### config.mk
export PLATFORM = sky130hd
export DESIGN_NAME = ext_irq_debounce
export DESIGN_NICKNAME = d
export VERILOG_FILES = /design/src/rtl/ext_irq_debounce.sv
export SDC_FILE = /design/constraint.sdc
export NUM_CORES = 1
export LEC_CHECK = 0
export ABC_AREA = 0
export CORE_MARGIN = 8
export CORE_UTILIZATION = 55
export DETAILED_ROUTE_END_ITERATION = 10
export PLACE_DENSITY_LB_ADDON = 0.05
export SKIP_CTS_REPAIR_TIMING = 1
export SYNTH_ARGS = -nofsm -noshare
export SYNTH_HDL_FRONTEND = slang
export SYNTH_SLANG_ARGS = --single-unit
### constraint.sdc
create_clock -name clk -period 2.35 [get_ports clk]
set_input_delay 0.235 -clock clk [delete_from_list [all_inputs] [get_ports clk]]
set_output_delay 0.235 -clock clk [all_outputs]
set_load 0.05 [all_outputs]
### src/rtl/ext_irq_debounce.sv
// ext_irq_debounce
//   Turns the raw, bouncing BTNC push-button into a clean, level-held external
//   interrupt request for the SoC interrupt logic.
//
//   The pin is brought into the clk domain by a two-flop synchroniser. A
//   consecutive-sample filter then accepts a new level only after it has been
//   stable for DEBOUNCE_CYCLES edges. Each accepted press produces a one-cycle
//   strobe, bumps a wrapping press counter and, when enabled, raises a pending
//   request. The request stays up until the CPU acknowledges it. A press that
//   lands on an unacknowledged request sets a sticky overrun flag.
//
// Ports
//   clk          system clock; all state updates on the rising edge
//   rst          asynchronous, active-high reset; clears every flop
//   btn_in       raw button pin (asynchronous to clk, bouncing)
//   irq_en       1 lets accepted presses raise irq_pending
//   irq_ack      single-cycle CPU acknowledge; clears irq_pending/irq_overrun
//   btn_level    debounced button level
//   press_pulse  one-cycle strobe per accepted press (0->1 of btn_level)
//   irq_pending  level-held interrupt request
//   irq_overrun  sticky: a press arrived while a request was still pending
//   press_count  accepted presses, wraps modulo 2^COUNT_W
module ext_irq_debounce #(
  parameter int DEBOUNCE_CYCLES = 8,
  parameter int CNT_W           = 20,
  parameter int COUNT_W         = 8
) (
  input  logic               clk,
  input  logic               rst,
  input  logic               btn_in,
  input  logic               irq_en,
  input  logic               irq_ack,
  output logic               btn_level,
  output logic               press_pulse,
  output logic               irq_pending,
  output logic               irq_overrun,
  output logic [COUNT_W-1:0] press_count
);

  localparam logic [CNT_W-1:0] CNT_LAST = CNT_W'(DEBOUNCE_CYCLES - 1);

  logic             s1;
  logic             s2;
  logic [CNT_W-1:0] cnt;

  // The differing sample that brings the count to its last value is the one
  // that commits the new level.
  logic             accept;
  logic             press_ev;

  assign accept   = (s2 != btn_level) && (cnt == CNT_LAST);
  assign press_ev = press_pulse && irq_en;

  // Synchroniser and debounce filter
  always_ff @(posedge clk or posedge rst) begin
    if (rst) begin
      s1          <= 1'b0;
      s2          <= 1'b0;
      cnt         <= '0;
      btn_level   <= 1'b0;
      press_pulse <= 1'b0;
    end else begin
      s1 <= btn_in;
      s2 <= s1;
      // Any sample matching the current level restarts the count, so bounce
      // shorter than the threshold can never be accepted.
      if (s2 == btn_level) begin
        cnt <= '0;
      end else if (accept) begin
        btn_level <= s2;
        cnt       <= '0;
      end else begin
        cnt <= cnt + CNT_W'(1);
      end
      // Only a rising accepted level is a press; releases are silent.
      press_pulse <= accept && s2;
    end
  end

  // Press counter and interrupt request, one edge after the strobe
  always_ff @(posedge clk or posedge rst) begin
    if (rst) begin
      press_count <= '0;
      irq_pending <= 1'b0;
      irq_overrun <= 1'b0;
    end else begin
      if (press_pulse) begin
        press_count <= press_count + COUNT_W'(1);
      end
      // A new event outranks an acknowledge arriving on the same edge, so the
      // request is never lost; the ack still clears the overrun history.
      if (press_ev && !irq_pending) begin
        irq_pending <= 1'b1;
      end else if (press_ev && !irq_ack) begin
        irq_overrun <= 1'b1;
      end else if (press_ev) begin
        irq_pending <= 1'b1;
        irq_overrun <= 1'b0;
      end else if (irq_ack) begin
        irq_pending <= 1'b0;
        irq_overrun <= 1'b0;
      end
    end
  end

endmodule

# After elaboration in Yosys (flattened, before gate mapping)
# Index checks and enable logic that the tools add are counted.
# totals
in_bits	5
wordCells	36
output_inout_bits	12
ff_bits	34
# classes
n_eq_ne	4
n_reduce_logical	12
addsub	2
muxes	8
bitwise_logic	2
# op_table
operator	n
2-to-1 mux 20 bit	2
adder 20 x 1 -> 20 bit, second input constant	1
equality test 20 x 3 -> 1 bit, second input constant	1
adder 8 x 1 -> 8 bit, second input constant	1
2-to-1 mux 1 bit	6
AND reduction 2 bit	3
nonzero test 3 bit	2
logical AND 1 bit	5
zero test 1 bit	2
!= test 2 bit, second input constant	1
inverter 1 bit	2
equality test 1 bit	1
!= test 1 bit	1

# Longest topological paths before layout
# Gate-level depths: netlist (run 1).
# logic_depth
ltp_word	4
ltp_mapped	6
depth_no_buf	5

# Worst setup path after synthesis (run 1)
# Ideal clock, no wire load.
# synth_path
path_kind	reg2reg
from	reg cnt[12]
to	reg btn_level
path_buffers	0
synth_period_minus_slack_ps	1985
setup_slack_ps	365
arrival_time_ps	1860
stages_incl_launch_ff	5
required_ps	2225
setup_ps	125
path_cell_list	dfrtp_1 > or4_1 > or4_4 > nor2_1 > mux2_2
# synth_between
elab_chain_len	3
# synth_lines
element	line_no	rtl
from (decl)	44	logic [CNT_W-1:0] cnt;
from (signal assigned)	73	cnt <= cnt + CNT_W'(1);
equality test 20 x 3 -> 1 bit	51	assign accept = (s2 != btn_level) && (cnt == CNT_LAST);
logical AND 1 bit	51	
AND reduction 2 bit (no source line)	-	
to (signal assigned)	60	btn_level <= 1'b0;
to (signal assigned)	70	btn_level <= s2;
to (decl)	33	output logic btn_level,
# Every way passes these cells.
# A chain may end at the register's enable or synchronous reset.

# Worst setup path after layout (run 1)
# layout_path
from	reg cnt[12]
to	reg cnt[11]
# layout_between
elab_chain_len	4
# layout_lines
element	line_no	rtl
equality test 20 x 3 -> 1 bit	51	
logical AND 1 bit	51	
2-to-1 mux 20 bit	69	end else if (accept) begin
2-to-1 mux 20 bit	67	if (s2 == btn_level) begin
# Every way passes these cells.

==> metrics.txt, run 1 <==
total congestion overflow=0; Leakage=0.794 nW; Int Power=0.790 mW; Power Dens Cells=599 nW/µm²; largest family of logic cells by synthesized area=simple AND/OR/NAND/NOR gates; CP startpoint kind=flop; top-area cell type share of the netlist area=between 50 and 60%; CTS tree=done; Hold Slack=291 ps; Buffers & Inverters on Critical Path=0; slowest stage cell, crit path=or4_1; CTS Buffer Depth=2; Die Ht=69.1 µm; register bit total from synthesis=34; total die area=4780 µm²; syn nets=153; Sw Ratio=26.2%; core box area=2710 µm²; latest clock arrival within the worst-skew pair=330 ps; num rows=19; cell count after synthesis=around 150; endpoints failing setup=0; Comb pwr share=12.3%; net switching power=0.280 mW; sequential share of power=58.9%; initial antenna violation count=0; TritonCTS Buffers=5; via count=1131; syn avg cell area=~11 µm²; period utilisation layout=90.2%; CP max stage delay=between 500 and 600 ps; Post-DP HPWL=a little under 2000 µm; setup ws final=230 ps; Worst-Margin Slew=496 ps; Crit. End Element=flop; clk sinks=34; status=finished clean; TritonRoute pass-1 iters=4; I/O Pins=17; IO Port Bufs=16; R2R setup slack=230 ps; met3 Use GR=under 10%; grt met1 use=13.0%; Slew Limit Fails=0; Synth Area in XOR/XNOR=around 11%; H-tree lvl count=2; vias per cell=5.77; critical path, cell by cell=or4_1 -> or4_4 -> o21ai_4 -> nor2_1; Synth warnings=0; Clock Pin Slew Worst Setup and Hold Paths=90 ps; simple-gate share of the synthesized area=20.4%; unrepaired setup endpoints after global routing=no; Routed wire per std cell=between 10 and 15 µm; register area share after synthesis=54.8%; GR Util All Layers=about an eighth; number of diodes=0; post-route DRC violation count=0; layout cells sized above 1=7.27%; number of max-cap violations=0; Mapped Area=1550 µm²; largest cells by area after synthesis=dfrtp_1 55%, xor2_1 6.8%, xnor2_1 4.0%; initial core utilization=57.2%; gp weighted congestion=0.766; Rel. slew slack=around 67%; Clock Tree Root=clkbuf_4; Crit path arrival time=2320 ps; routed wire length=2740 µm; fin cells=slightly below 200; worst vdd ir=around 0.00047 V; post-route antenna net violation count=0; post-synthesis mux area share=2.10%; first-pass GRT wire length=5080 µm; Final Skew=between 2 and 2.5 ps; largest net degree at the start of global routing=35; Setup TNS=0 ps; HP Class=primary input to async pin; placed cells=190; Max Freq=472 MHz; worst path required time=around 2600 ps; CP delay by family, top=simple AND/OR/NAND/NOR gates; Synth area leader=dfrtp_1; post-synthesis compound-gate area fraction=7.42%; Place WS=231 ps; min Tclk post-route=2120 ps; initial DRC count=61; Final nets=173; number of global-route vias before repair=1178; Syn-to-layout area delta=15.2%; Clk pwr share=28.8%; final hold viol count=0; crit path kind=flop to flop; grt met2 use=21.1%; count of cell types in the netlist=27; crit-path max FO=18; Synth Area in Adders=1.61%; most used routing layer=met2; die width=69.1 µm
path summary, 6_finish.rpt:
path | start | end | depth (start not counted)
worst min register to register | s1 | s2 | 0
worst max register to register | cnt[12] | cnt[11] | 4
min in group clk | btn_in | s1 | 1
max in group asynchronous | rst | press_count[1] | 3
worst max-delay path | cnt[12] | cnt[11] | 4
worst min-delay path | rst | btn_level | 3
logic make-up after synthesis:
| kind of cell | Yosys count |
|---|---|
| compound gates | 19 |
| xor+xnor | 19 |
| fa+ha+maj | 2 |
| buf+inv | 10 |
| flops | 34 |
| mux | 3 |
| simple gates | 59 |
cell usage after synthesis (all sizes together):
library cell,count
a21oi,8
and2,1
and3,3
and4,3
buf,1
clkbuf,3
dfrtp,34
ha,2
inv,6
mux2,2
mux2i,1
nand2,9
nand3,7
nand4,8
nor2,15
nor3,1
nor4,2
o21ai,8
o2bb2ai,1
o31ai,2
or3,6
or4,4
xnor2,7
xor2,12
routing by layer:
layer | up-vias | wire, µm
met4 | 0 | 50
met1 | 534 | 1150
met2 | 39 | 1310
met3 | 5 | 230
met5 | - | 0
li1 | 553 | -
worst reg2reg max path: cells and delay by family (launching register included):
kind / cells / cell delay (ps)
simple gates: 3 / 1130
flops: 1 / 450
compound gates: 1 / 410
sequential cells by signal, summed over array words and instances (netlist names):
signal and flops:
cnt 20, press_count 8, btn_level 1, irq_overrun 1, irq_pending 1, press_pulse 1, s1 1, s2 1
power by group through the flow:
stage	logic [mW]	registers [mW]	clock network, mW
final	0.132	0.630	0.308
after global routing	0.151	0.634	0.344
after CTS	0.136	0.630	0.323
after detailed placement	0.135	0.642	0
after global placement	0.131	0.641	0
after floorplan	0.0833	0.659	0
stage by stage:
step                      instance area, µm²  power [mW]  util (%)
after floorplan                         1550       0.742         -
after global placement                  1740       0.773      64.0
after CTS                               1790        1.09      65.9
final                                   1790        1.07      65.9
after detailed placement                1740       0.777      64.0
after global routing                    1790        1.13      65.9
cell usage in the layout (no fill, tap or decap), types with 2 or more instances in the layout:
cell / Yosys / layout
nand4_1: 8 / 8
and4_1: 2 / 2
nor4_1: 2 / 2
inv_1: 6 / 6
xnor2_1: 7 / 7
a21oi_1: 8 / 8
nor2_1: 15 / 15
xor2_1: 12 / 12
nand2_1: 9 / 9
clkdlybuf4s50_1: 0 / 16
ha_1: 2 / 2
mux2_2: 2 / 2
dfrtp_1: 34 / 34
o21ai_0: 7 / 7
o31ai_1: 2 / 2
nand3_1: 7 / 7
and3_1: 3 / 3
or4_1: 3 / 3
clkbuf_4: 0 / 5
or3_1: 6 / 6
cell type report:
type,count,area (µm²)
clock buffers,6,51.3
multi-input cells,102,656
well taps,31,38.8
flip-flops and latches,34,851
fillers,226,923
inverters,6,22.5
repair buffers,17,168
Power figures use the tool's default switching activity.
==> inputs of run 2 (changes only) <==
- ABC_AREA: 0 -> 1
- CORE_UTILIZATION: 55 -> 57
==> metrics.txt, run 2 <==
H-tree lvl count=2 (unchanged); period utilisation layout=81.0% (was 90.2%); register area share after synthesis=45.6% (was 54.8%); top-area cell type share of the netlist area=45.6% (was 54.8%); setup ws final=445 ps (was 230 ps); initial antenna violation count=0 (unchanged); CP delay by family, top=buffers and inverters (was simple AND/OR/NAND/NOR gates); CP max stage delay=860 ps (was 510 ps); number of global-route vias before repair=1326 (was 1178); register bit total from synthesis=34 (unchanged); Crit path arrival time=1670 ps (was 2320 ps); Syn-to-layout area delta=14.5% (was 15.2%); worst path required time=2120 ps (was 2550 ps); core box area=3080 µm² (was 2710 µm²); Hold Slack=280 ps (was 291 ps); area occupied by multi-input gates=870 µm² (was 656 µm²); HP Class=primary input to async pin (unchanged); gp weighted congestion=0.851 (was 0.766); Clock Tree Root=clkbuf_4 (unchanged); Leakage=1.01 nW (was 0.794 nW); CP startpoint kind=flop (unchanged); CTS Buffer Depth=2 (unchanged); Crit. End Element=output port (was flop); CTS tree=done (unchanged); num rows=20 (was 19); cell count after synthesis=230 (was 146); Final nets=260 (was 173); number of diodes=0 (unchanged); Buffers & Inverters on Critical Path=1 (was 0); most frequent cells in the layout=51 x nand2_1, 39 x nor2_1, 34 x dfrtp_1 (was 34 x dfrtp_1, 16 x clkdlybuf4s50_1, 15 x nor2_1); slowest stage cell, crit path=clkdlybuf4s50_1 (was or4_1); layout cells sized above 1=16.1% (was 7.27%); Post-DP HPWL=2640 µm (was 1940 µm); Post-synth top flop=dfrtp_1 (unchanged); grt met2 use=22.7% (was 21.1%); post-route DRC violation count=0 (unchanged); commonest non-fill, non-tap cell in the layout=nand2_1 (was dfrtp_1); Rel. slew slack=56.1% (was 66.8%); Setup TNS=0 ps (unchanged); post-route antenna net violation count=0 (unchanged); Async SR Flop Fraction=100% (unchanged); total power=1.11 mW (was 1.07 mW); dpl cell area=2080 µm² (was 1740 µm²); max FFs per register=20 (unchanged); register area=851 µm² (unchanged); synth cell count leaders=51 x nand2_1, 39 x nor2_1, 34 x dfrtp_1 (was 34 x dfrtp_1, 15 x nor2_1, 12 x xor2_1); EDFF count, synth=0 (unchanged); total congestion overflow=0 (unchanged); status=finished clean (unchanged); Layout Utilization=69.5% (was 65.9%); I/O Pins=17 (unchanged); initial DRC count=31 (was 61); # fillers=277 (was 226); Reg with most FFs=cnt (unchanged); critical path, cell by cell=clkdlybuf4s50_1 (was or4_1 -> or4_4 -> o21ai_4 -> nor2_1); R2R Path Start=cnt[0] (was cnt[12]); syn nets=237 (was 153); IO Port Bufs=16 (unchanged); latest clock arrival within the worst-skew pair=340 ps (was 330 ps); die width=73.2 µm (was 69.1 µm); biggest regs=cnt: 20 flops, press_count: 8 flops (unchanged); unrepaired setup endpoints after global routing=no (unchanged); via count=1430 (was 1131); TritonRoute pass-1 iters=4 (unchanged); endpoints failing setup=0 (unchanged); Power Dens Cells=518 nW/µm² (was 599 nW/µm²); Routed wire per std cell=11.5 µm (was 14.0 µm); first-pass GRT wire length=5620 µm (was 5080 µm); number of max-cap violations=0 (unchanged); initial core utilization=60.7% (was 57.2%); Max Freq=525 MHz (was 472 MHz); syn avg cell area=8.12 µm² (was 10.6 µm²); largest net degree at the start of global routing=35 (unchanged); Critical R2R Capture=cnt[10] (was cnt[11]); Place WS=803 ps (was 231 ps); most common cell in the netlist=nand2_1 (was dfrtp_1); Mapped Area=1870 µm² (was 1550 µm²); clk sinks=34 (unchanged); post-route cell area=2140 µm² (was 1790 µm²); count of cell types in the netlist=23 (was 27); Die Ht=73.2 µm (was 69.1 µm); most used routing layer=met2 (unchanged); placed cells=290 (was 190); routed wire length=3410 µm (was 2740 µm); grt met1 use=15.9% (was 13.0%); worst vdd ir=0.000397 V (was 0.000474 V); fin cells=298 (was 196); crit path kind=flop to output port (was flop to flop); Worst-Margin Slew=659 ps (was 496 ps); Synth warnings=0 (unchanged); worst r2r path cells=7 (was 4); Final Skew=11.1 ps (was 2.18 ps); vias per cell=4.80 (was 5.77); TritonCTS Buffers=5 (unchanged); min Tclk post-route=1900 ps (was 2120 ps); R2R setup slack=900 ps (was 230 ps); largest cells by area after synthesis=dfrtp_1 46%, nand2_1 10%, nor2_1 7.8% (was dfrtp_1 55%, xor2_1 6.8%, xnor2_1 4.0%); Clock Pin Slew Worst Setup and Hold Paths=100 ps (was 90 ps); crit-path max FO=7 (was 18); final hold viol count=0 (unchanged); met3 Use GR=4.40% (was 6.29%); total die area=5360 µm² (was 4780 µm²); Slew Limit Fails=0 (unchanged); GR Util All Layers=13.7% (was 12.7%); Synth area leader=dfrtp_1 (unchanged)
-- run 2: cell types whose count changed after synthesis, moves of 8 or more --
| cell | before | now |
|---|---|---|
| nor2_1 | 15 | 39 |
| inv_1 | 6 | 29 |
| a21oi_1 | 8 | 0 |
| nand3_1 | 7 | 15 |
| nand2_1 | 9 | 51 |
-- run 2: layer usage --
layer  vias up  routed length (µm)  part of all wire, %
met5         -                   0                    0
met4         0                  38                  1.1
met3         4                 189                  5.5
met2        27                1580                   46
met1       651                1600                   47
li1        748                   -                    -
-- run 2: logic make-up (layout without fill, tap and decap cells) --
group / Yosys count / in the layout / share of synthesized area (%)
simple gates: 137 / 137 / 35.7
compound gates: 5 / 5 / 1.47
xor+xnor: 15 / 15 / 8.04
fa+ha+maj: 2 / 2 / 1.34
flops: 34 / 34 / 45.6
buf+inv: 37 / 61 / 7.84
-- run 2: worst min-delay path: cells and delay by family --
family | cells | cell delay (ps)
buffers and inverters | 3 | 800
-- run 2: final cells by class --
| type | instances | share of cell area [%] |
|---|---|---|
| inverter | 36 | 6.32 |
| multi-input combinational | 159 | 40.7 |
| timing repair buffer | 17 | 7.84 |
| clock buffer | 7 | 2.57 |
| sequential | 34 | 39.8 |
| clock inverter | 1 | 0.234 |
| tap | 44 | 2.57 |
-- run 2: power breakdown --
group / leakage, nW / internal (mW) / total [mW] / switching (mW)
sequential: 0.468 / 0.608 / 0.635 / 0.0269
combinational: 0.507 / 0.0478 / 0.143 / 0.0948
clock: 0.0353 / 0.145 / 0.331 / 0.186
total: 1.01 / 0.801 / 1.11 / 0.308
-- run 2: worst max-delay path by stage --
stage,startpoint,to,slack [ps],cells after the start
after global placement,press_pulse,press_pulse,820,1
after floorplan,press_count[0],press_count[6],790,5
final,press_pulse,press_pulse,450,1
after CTS,press_pulse,press_pulse,420,1
after detailed placement,press_pulse,press_pulse,800,1
after global routing,press_pulse,press_pulse,390,1
==> inputs of run 3 (changes only) <==
- clock period: 2.35 -> 1.9 ns (I/O delays scaled with it)
==> metrics.txt, run 3 (same netlist as run 2, synthesis figures left out) <==
Clock Tree Root=clkbuf_4 (unchanged); vias per cell=4.87 (was 4.80); CP max stage delay=830 ps (was 860 ps); slowest stage cell, crit path=clkdlybuf4s50_1 (unchanged); min Tclk post-route=1780 ps; crit-path max FO=5 (was 7); number of global-route vias before repair=1400 (was 1326); max FFs per register=20 (unchanged); initial core utilization=60.7% (unchanged); worst path required time=1710 ps (was 2120 ps); Worst-Margin Slew=502 ps (was 659 ps); routed wire length=3430 µm (was 3410 µm); Power Dens Cells=668 nW/µm² (was 518 nW/µm²); initial antenna violation count=0 (unchanged); GR Util All Layers=14.5% (was 13.7%); Syn-to-layout area delta=16.5% (was 14.5%); total congestion overflow=0 (unchanged); Rel. slew slack=66.5% (was 56.1%); via count=1461 (was 1430); Crit path arrival time=1590 ps (was 1670 ps); H-tree lvl count=2 (unchanged); Place WS=400 ps (was 803 ps); setup ws final=117 ps (was 445 ps); unrepaired setup endpoints after global routing=no (unchanged); Reg with most FFs=cnt (unchanged); first-pass GRT wire length=5950 µm (was 5620 µm); layout cells sized above 1=17.2% (was 16.1%); Crit. End Element=output port (unchanged); CTS Buffer Depth=2 (unchanged); dpl cell area=2090 µm² (was 2080 µm²); register area=851 µm² (unchanged); endpoints failing setup=0 (unchanged); initial DRC count=48 (was 31); HP Class=primary input to async pin (unchanged); met3 Use GR=5.08% (was 4.40%); CP delay by family, top=buffers and inverters (unchanged); final hold viol count=0 (unchanged); Leakage=1.05 nW (was 1.01 nW); worst vdd ir=0.000414 V (was 0.000397 V); TritonCTS Buffers=5 (unchanged); core box area=3080 µm² (unchanged); grt met2 use=25.3% (was 22.7%); Setup TNS=0 ps (unchanged); # fillers=261 (was 277); number of diodes=0 (unchanged); commonest non-fill, non-tap cell in the layout=nand2_1 (unchanged); most used routing layer=met2 (unchanged); Die Ht=73.2 µm (unchanged); post-route DRC violation count=0 (unchanged); crit path kind=flop to output port (unchanged); biggest regs=cnt: 20 flops, press_count: 8 flops (unchanged); Final nets=262 (was 260); post-route cell area=2170 µm² (was 2140 µm²); Post-DP HPWL=2700 µm (was 2640 µm); grt met1 use=15.5% (was 15.9%); CP startpoint kind=flop (unchanged); Clock Pin Slew Worst Setup and Hold Paths=100 ps (about the same); most frequent cells in the layout=51 x nand2_1, 39 x nor2_1, 34 x dfrtp_1 (unchanged); period utilisation layout=93.8%; Routed wire per std cell=11.4 µm (was 11.5 µm); largest net degree at the start of global routing=35 (unchanged); Slew Limit Fails=0 (unchanged); Max Freq=561 MHz; total power=1.45 mW (was 1.11 mW); IO Port Bufs=16 (unchanged); area occupied by multi-input gates=870 µm² (unchanged); number of max-cap violations=0 (unchanged); CTS tree=done (unchanged); status=finished clean (unchanged); critical path, cell by cell=clkdlybuf4s50_1 (unchanged); Final Skew=8.29 ps (was 11.1 ps); TritonRoute pass-1 iters=4 (unchanged); latest clock arrival within the worst-skew pair=340 ps (about the same); Buffers & Inverters on Critical Path=1 (unchanged); num rows=20 (unchanged); post-route antenna net violation count=0 (unchanged); clk sinks=34 (unchanged); die width=73.2 µm (unchanged); I/O Pins=17 (unchanged); total die area=5360 µm² (unchanged); gp weighted congestion=0.851 (about the same)
-- run 3: worst paths after layout --
path / start / endpoint / slack (ps) / cells after the start
worst max register to register: cnt[0] / btn_level / 520 / 8
min in group clk: btn_in / s1 / 290 / 1
max in group asynchronous: rst / s1 / 1350 / 3
worst max-delay path: press_count[4] / press_count[4] / 120 / 1
worst min-delay path: rst / irq_overrun / 240 / 3
worst min register to register: s1 / s2 / 360 / 0
-- run 3: layout make-up --
type | instances | area share [%]
Clock buffer | 8 | 3.62
Inverter | 36 | 6.21
Multi-Input combinational cell | 159 | 40.0
Sequential cell | 34 | 39.1
Tap cell | 44 | 2.53
Timing Repair Buffer | 19 | 8.52
-- run 3: per-stage QoR --
stage,hold slack (ps),utilization (%),std cells
5_1_grt,271,70.7,300
3_3_place_gp,331,68.0,292
4_1_cts,240,70.6,300
3_5_place_dp,339,68.0,292
2_1_floorplan,221,-,230
6_report,242,70.7,300
-- run 3: worst reg2reg max path, delay by kind of cell, from the launching register on --
family / cells / cell delay [ps]
buf+inv: 1 / 70
simple gates: 6 / 560
flops: 1 / 420
fa+ha+maj: 1 / 210
-- run 3: layer usage --
| metal | vias up | routed length, µm |
|---|---|---|
| met1 | 672 | 1480 |
| met2 | 25 | 1680 |
| li1 | 756 | - |
| met4 | 0 | 70 |
| met5 | - | 0 |
| met3 | 8 | 203 |
-- run 3: power by group --
group | internal (mW) | switching (mW) | total [mW]
clock network | 0.253 | 0.233 | 0.486
registers | 0.752 | 0.0322 | 0.784
logic | 0.0645 | 0.119 | 0.184
